$ cat src/rtl/button_conditioner.sv
// rtl/button_conditioner.sv - per-button synchroniser, debouncer, press/release strobes and auto-repeat
module button_conditioner #(
   parameter int N_BTN            = 5,
   parameter int DEBOUNCE_CYC     = 1_000_000,
   parameter int REPEAT_DELAY_CYC = 50_000_000,
   parameter int REPEAT_RATE_CYC  = 10_000_000
) (
   input  logic             clk,
   input  logic             rst_n,
   input  logic [N_BTN-1:0] btn_raw,
   input  logic [N_BTN-1:0] repeat_en,
   output logic [N_BTN-1:0] btn_level,
   output logic [N_BTN-1:0] btn_press,
   output logic [N_BTN-1:0] btn_release,
   output logic             any_press
);
   localparam int DW   = (DEBOUNCE_CYC > 1) ? $clog2(DEBOUNCE_CYC) : 1;
   localparam int RMAX = (REPEAT_DELAY_CYC > REPEAT_RATE_CYC) ? REPEAT_DELAY_CYC : REPEAT_RATE_CYC;
   localparam int RW   = (RMAX > 1) ? $clog2(RMAX) : 1;

   localparam logic [DW-1:0] D_TERM    = DW'(DEBOUNCE_CYC - 1);
   localparam logic [RW-1:0] DLY_TERM  = RW'(REPEAT_DELAY_CYC - 1);
   localparam logic [RW-1:0] RATE_TERM = RW'(REPEAT_RATE_CYC - 1);

   typedef enum logic [1:0] {IDLE, DELAY, REPEAT} state_t;

   logic [N_BTN-1:0] r_s1;
   logic [N_BTN-1:0] r_s2;
   logic [N_BTN-1:0] w_press_nxt;
   logic             r_any_press;

   always_ff @(posedge clk or negedge rst_n) begin
      if (!rst_n) begin
         r_s1        <= '0;
         r_s2        <= '0;
         r_any_press <= 1'b0;
      end else begin
         r_s1        <= btn_raw;
         r_s2        <= r_s1;
         r_any_press <= |w_press_nxt;
      end
   end

   assign any_press = r_any_press;

   genvar g;
   for (g = 0; g < N_BTN; g++) begin : g_ch
      logic [DW-1:0] r_dcnt;
      logic [RW-1:0] r_rcnt;
      state_t        r_state;
      logic          r_level;
      logic          r_press;
      logic          r_release;
      logic          w_accept;
      logic          w_rise;
      logic          w_fall;
      logic          w_rep;

      assign w_accept = (r_s2[g] != r_level) && (r_dcnt == D_TERM);
      assign w_rise   = w_accept && r_s2[g];
      assign w_fall   = w_accept && !r_s2[g];

      // Outside IDLE the level is high, so any acceptance is a fall and must suppress a repeat.
      always_comb begin
         w_rep = 1'b0;
         if (!w_fall && repeat_en[g]) begin
            if (r_state == DELAY && r_rcnt == DLY_TERM)
               w_rep = 1'b1;
            else if (r_state == REPEAT && r_rcnt == RATE_TERM)
               w_rep = 1'b1;
         end
      end

      assign w_press_nxt[g] = w_rise || w_rep;

      always_ff @(posedge clk or negedge rst_n) begin
         if (!rst_n) begin
            r_dcnt    <= '0;
            r_rcnt    <= '0;
            r_state   <= IDLE;
            r_level   <= 1'b0;
            r_press   <= 1'b0;
            r_release <= 1'b0;
         end else begin
            r_press   <= w_press_nxt[g];
            r_release <= w_fall;

            if (r_s2[g] == r_level) begin
               r_dcnt <= '0;
            end else if (r_dcnt == D_TERM) begin
               r_level <= r_s2[g];
               r_dcnt  <= '0;
            end else begin
               r_dcnt <= r_dcnt + DW'(1);
            end

            case (r_state)
               IDLE: begin
                  r_rcnt <= '0;
                  if (w_rise)
                     r_state <= DELAY;
               end
               DELAY: begin
                  if (w_fall) begin
                     r_state <= IDLE;
                     r_rcnt  <= '0;
                  end else if (!repeat_en[g]) begin
                     r_rcnt <= '0;
                  end else if (r_rcnt == DLY_TERM) begin
                     r_state <= REPEAT;
                     r_rcnt  <= '0;
                  end else begin
                     r_rcnt <= r_rcnt + RW'(1);
                  end
               end
               REPEAT: begin
                  if (w_fall) begin
                     r_state <= IDLE;
                     r_rcnt  <= '0;
                  end else if (!repeat_en[g] || r_rcnt == RATE_TERM) begin
                     r_rcnt <= '0;
                  end else begin
                     r_rcnt <= r_rcnt + RW'(1);
                  end
               end
               default: begin
                  r_state <= IDLE;
                  r_rcnt  <= '0;
               end
            endcase
         end
      end

      assign btn_level[g]   = r_level;
      assign btn_press[g]   = r_press;
      assign btn_release[g] = r_release;
   end
endmodule

$ cat config.mk
export PLATFORM = sky130hd
export DESIGN_NAME = button_conditioner
export DESIGN_NICKNAME = d
export VERILOG_FILES = /design/src/rtl/button_conditioner.sv
export SDC_FILE = /design/constraint.sdc
export NUM_CORES = 1
export LEC_CHECK = 0
export CAP_MARGIN = 20
export CORE_ASPECT_RATIO = 1.25
export CORE_MARGIN = 5
export CORE_UTILIZATION = 56
export CTS_CLUSTER_DIAMETER = 200
export DETAILED_ROUTE_END_ITERATION = 10
export GPL_TIMING_DRIVEN = 0
export PLACE_DENSITY = 0.76
export SYNTH_ARGS = -nofsm -noshare
export SYNTH_HDL_FRONTEND = slang
export SYNTH_SLANG_ARGS = --single-unit
$ cat constraint.sdc
create_clock -name clk -period 2.4 [get_ports clk]
set_input_delay 0.24 -clock clk [delete_from_list [all_inputs] [get_ports clk]]
set_output_delay 0.24 -clock clk [all_outputs]
set_load 0.01 [all_outputs]
# After elaboration in Yosys (flattened, before gate mapping)
# Index checks and enable logic that the tools add are counted.
# W data, S select, Z words.
# classes
n_addsub,10
eq_ne,55
mux,85
bitwise,5
n_reduce_logical,71
# ops
op,n
$mux W26,25
$pmux W26 S2,5
$mux W20,10
$add A26 B1 Y26 const B,5
$eq A26 B24 Y1 const B,5
$eq A26 B26 Y1 const B,5
$add A20 B1 Y20 const B,5
$eq A20 B20 Y1 const B,5
$mux W2,25
$logic_and A1 B1 Y1,30
$pmux W2 S3,5
$ne A2 B2 Y1 const B,10
$reduce_and A4 Y1,5
$logic_not A1 Y1,15
$mux W1,15
$ne A3 B2 Y1 const B,5
$ne A3 B3 Y1 const B,5
$eq A2 B1 Y1 const B,5
$eq A2 B2 Y1 const B,5
$logic_not A2 Y1,5
$logic_or A1 B1 Y1,10
$reduce_and A2 Y1,5
$eq A1 B1 Y1,5
$ne A1 B1 Y1,5
other kinds (2),6
# totals
register_bits,266
inputBits,12
output_inout_bits,16
word_cells,259

# Longest topological paths before layout
# depth
depth_word,8
mapped_depth,8
depth_no_buf,8

# Worst setup path after synthesis
# OpenSTA, ideal clock, no wires.
# synth_path
path_type,flip-flop to flip-flop
from,register g_ch[4].r_dcnt[11]
to,register g_ch[4].r_state[0]
setup_ps,127
arrival_ps,2527
required_time_ps,2273
setup_slack_ps,-255
path_stages_with_launch,7
path_buffers,0
synth_period_minus_slack_ps,2655
path_cell_list,dfrtp_1 > or4_1 > or4_4 > or4_4 > o22ai_2 > o21a_1 > mux2_1
# synth_between
elab_chain_cells,5
word_cells_on_any_way,11
classes_between,5 x eq/ne; 2 x mux; 4 x reduce/logical
# synth_lines
element,line_no,source
start: declaration,48,logic [DW-1:0] r_dcnt;
start signal: assignment,94,r_dcnt <= r_dcnt + DW'(1);
$eq A20 B20 Y1 *,59,assign w_accept = (r_s2[g] != r_level) && (r_dcnt == D_TERM);
$logic_and A1 B1 Y1 *,59,
$logic_and A1 B1 Y1 (on tied branches),"61, 60",
"$ne A3 B2 Y1 (no line), or another cell as far along",n/a,
$reduce_and A4 Y1 (no line) or $pmux W2 S3 (tied branches),n/a,
end signal: assignment,80,r_state <= IDLE;
end signal: assignment,101,r_state <= DELAY;
end signal: assignment,105,r_state <= IDLE;
end: declaration,50,state_t r_state;
# Mark *: on every way between the ends. The rest lies on a longest branch, timed or not.
# A chain may end at the register's enable or synchronous reset.

# Final worst setup path
# layout_path
from,register g_ch[4].r_dcnt[10]
to,register g_ch[4].r_state[0]
# Same word-level chain as after synthesis.

==> results.py <==
metrics = {
    "synth": {
        "synth-edff-count": 0,
        "synth.net_count": 1391,
        "postSynthAreaPerCell_sq_um": 9.72,
        "share_of_the_synthesized_area_in_the_top_cell_type": 0.506,
        "ys.flop_type": "dfrtp_1",
        "synth_area_leaders": "dfrtp_1 (51%), nor2_1 (7.6%), xor2_1 (7.3%)",
        "synth.ff_latch_count": 266,
        "synth-warning-count": 0,
        "synth.yosys.seq_area_share": 0.506,
        "post_synth_instance_area_sq_um": 13200,
        "syn-instance-count": 1354,
        "ys_types": 60,
        "yosys.area.top_type": "dfrtp_1",
        "synth-async-reset-ratio": 1.00,
    },
    "setup_path": {
        "crit_path_start_kind": "flip-flop",
        "r2r-start": "g_ch[4].r_dcnt[10]$_DFF_PN0_",
        "worstPathMaxFanout": 4,
        "timing.critical_path.to_type": "flip-flop",
        "regToRegSetupSlack_ps": -350,
        "cpPeakStageDelay_ps": 590,
        "critical-path-top-cell-by-count": "or4_4",
        "critPathKind": "flip-flop to flip-flop",
        "required_ps": 2810,
        "rr_endpoint": "g_ch[4].r_state[0]$_DFFE_PN0P_",
        "timing.reg2reg.worst_path_depth": 6,
        "worstPathCellList": "or4b_1 > or4_4 > or4_4 > o22ai_4 > o21a_1 > mux2_4",
        "worst-endpoint-arrival_ps": 3160,
        "cp_slowest_cell": "or4_4",
    },
    "cts": {
        "cts-root-buf": "clkbuf_16",
        "clock_latency_ps": 540,
        "clkSinkCount": 266,
        "cts_tree": "done",
        "cts-root-to-sink-buffers": 3,
        "numCtsBuffers": 28,
        "h_tree_depth": 1,
        "clk_transition_reported_paths_ps": 60,
    },
    "floorplan": {
        "initial_utilization": 0.571,
        "core_sq_um": 23000,
        "placementRows": 62,
        "boundaryPins": 28,
        "die_area_sq_um": 26700,
        "die_width_microns": 147,
        "chipHeight_microns": 181,
    },
    "placed_design": {
        "place_congestion": 0.822,
        "io_buffers": 27,
        "place_hpwl_mm": 16.5,
        "preCtsSetupSlack_ps": -665,
    },
    "power_and_ir_drop": {
        "cellLeakagePower_nw": 6.50,
        "cellPowerDensity_nw_per_um2": 593,
        "vdd_ir_drop_max_mv": 0.549,
    },
    "detailed_routing": {
        "routed-via-count": 9783,
        "drt_drc_violations_left": 0,
        "finalWirelength_mm": 25.3,
        "antenna_violating_nets_post_route": 0,
        "detail_route.vias_per_cell": 5.57,
        "drtPass1Iterations": 4,
        "drt_iter0_markers": 483,
        "wl_per_cell_microns": 14.4,
    },
    "sta": {
        "hold_viol": 0,
        "min_period_ps": 2750,
        "max-slew-margin-rel": 0.279,
        "layout_setup_ws_ps": -346,
        "report.final.setup_viol": 56,
        "max_clock_freq_ghz": 0.364,
        "slew_viol_final": 0,
        "clock-skew-final_ps": 11.7,
        "final.hold.worst_slack_ps": 147,
        "worst_slew_pin_slew_ps": 1070,
        "grt_setup_unrepaired": "true",
        "min_period_over_period": 1.14,
    },
    "hold_path": {
        "min_path_type": "input port to flip-flop",
        "min_delay_path_depth": 1,
        "critical_hold_path_startpoint": "btn_raw[3]",
        "holdPathEnd": "r_s1[3]$_DFF_PN0_",
    },
    "finish": {
        "nFillCells": 1760,
        "drive_gt1_frac": 0.114,
        "final_util": 0.670,
        "antennaDiodeCount": 0,
        "area_growth_syn_to_layout_pct": 17.4,
        "final_net_count": 1489,
    },
    "global_routing": {
        "grtUsageTotal": 0.195,
        "grt.overflow.total": 0,
        "grt_first_pass_wirelength_mm": 45.3,
        "grt_antenna_before_repair": 0,
        "grt_max_degree": 124,
        "via_count_of_the_first_global_routing_pass": 10100,
    },
    "outcome": {
        "status": "complete, but fails checks",
        "failed_checks": "negative setup slack",
    },
    "job": {
        "timing.max_cap.violations": 0,
    },
}
-- repair_timing --
item                       CTS  global route
cloned                       2             1
setup buffers               17            20
gates resized for setup     42            64
setup endpoints to repair  191           150
hold buffers                 1             0
hold endpoints to repair    58             0
pin swaps                    7            27
-- worst max-delay path: cells and delay by family (launching register included) --
family           cells  cell delay, ps
multiplexers         1             300
AO/OA/AOI/OAI        2             350
AND/OR/NAND/NOR      3            1590
flip-flops           1             410
-- per-stage QoR --
step                cell area (sq um)  cells  TNS [ps]  power, mW
global placement                13800   1669  -2763910       4.85
detailed placement              13900   1671    -58650       4.86
global route                    15400   1757    -11690       9.48
finish                          15400   1757     -7720       9.15
CTS                             15100   1737     -6560       9.26
floorplan                       13200   1354      -615       4.71
-- registers in the layout (all words and copies together) (netlist names) --
register,flops
any_press,1
g_ch.r_dcnt,100
g_ch.r_level,5
g_ch.r_press,5
g_ch.r_rcnt,130
g_ch.r_release,5
g_ch.r_state,10
r_s1,5
r_s2,5
-- where the power goes --
part / internal (mW) / switching [mW] / leakage, nW
sequential: 4.52 / 0.0335 / 3.66
clock: 2.64 / 1.71 / 0.452
combinational: 0.0779 / 0.168 / 2.38
-- cells in the final DEF, fill, tap and decap left out, types with 5 or more instances in the layout --
cell / n
o21ai_0: 18
clkbuf_1: 13
buf_6: 11
nand3_1: 89
nor2_1: 252
a21oi_1: 14
nor2b_1: 7
nand4b_1: 8
inv_1: 51
and2_1: 10
or3_1: 10
and4_1: 16
dfrtp_1: 263
nor3_1: 28
nor2_4: 9
or4_1: 6
clkdlybuf4s50_1: 26
and3_1: 46
clkbuf_16: 29
xnor2_1: 98
nor2_2: 7
nor4_1: 14
xor2_1: 110
o21a_1: 5
clkbuf_8: 5
nand4_1: 45
nor4bb_1: 8
nand2_1: 91
ha_1: 24
buf_4: 47
-- cell usage after synthesis (3+ instances only) --
| library cell | number |
|---|---|
| nor2b_1 | 7 |
| and4_1 | 16 |
| o21ai_0 | 19 |
| or4b_2 | 3 |
| nand2_1 | 95 |
| clkbuf_1 | 19 |
| o211ai_1 | 3 |
| nand3b_1 | 4 |
| nor4bb_1 | 8 |
| nor2_1 | 268 |
| dfrtp_1 | 266 |
| nand4b_1 | 8 |
| xor2_1 | 110 |
| or4bb_1 | 3 |
| nand4_1 | 45 |
| or4_1 | 8 |
| nor3_1 | 29 |
| nor4_1 | 19 |
| buf_4 | 15 |
| xnor2_1 | 98 |
| a21oi_1 | 17 |
| and3_1 | 46 |
| nor4b_1 | 5 |
| or3_1 | 10 |
| nor3b_1 | 4 |
| inv_1 | 51 |
| o21a_1 | 5 |
| and2_1 | 10 |
| o22ai_1 | 3 |
| ha_1 | 25 |
| a21boi_0 | 4 |
| nand3_1 | 91 |
-- area by class of cell --
class | count | area (sq um) | share of cell area
clock inverters | 8 | 121 | 0.00786
well taps | 288 | 360 | 0.0233
plain buffers | 35 | 251 | 0.0163
repair buffers | 69 | 663 | 0.0429
clock buffers | 39 | 803 | 0.0520
multi-input cells | 1001 | 6390 | 0.414
inverters | 51 | 191 | 0.0124
flip-flops and latches | 266 | 6660 | 0.431
-- logic make-up after synthesis --
kind of cell | count (synthesis) | share of synthesized area
and+or+nand+nor | 695 | 0.265
DFF | 266 | 0.506
xor gates and xnor gates | 208 | 0.138
buffers and inverters | 87 | 0.0293
AOI/OAI and AO/OA | 68 | 0.0333
adders and majority gates | 25 | 0.0238
muxes | 5 | 0.00409
-- worst max-delay path by stage --
stage / startpoint / endpoint / slack, ps / depth (start not counted)
detailed placement: g_ch[3].r_dcnt[8]$_DFF_PN0_ / g_ch[3].r_rcnt[5]$_DFF_PN0_ / -660 / 6
finish: g_ch[4].r_dcnt[10]$_DFF_PN0_ / g_ch[4].r_state[0]$_DFFE_PN0P_ / -350 / 6
floorplan: g_ch[4].r_dcnt[11]$_DFF_PN0_ / g_ch[4].r_state[0]$_DFFE_PN0P_ / -250 / 6
global placement: rst_n / g_ch[1].r_rcnt[19]$_DFF_PN0_ / -10220 / 1
global route: g_ch[4].r_dcnt[10]$_DFF_PN0_ / g_ch[4].r_state[0]$_DFFE_PN0P_ / -410 / 6
CTS: g_ch[4].r_dcnt[7]$_DFF_PN0_ / any_press$_DFF_PN0_ / -350 / 6
-- per-layer routing --
layer	GRT usage	wire length (microns)	up-vias
li1	-	-	4786
met1	0.251	11200	4828
met2	0.348	12900	127
met3	0.0257	741	42
met4	0.0515	519	0
met5	0	0	-
Note: power is estimated with default switching activity, not from simulation.
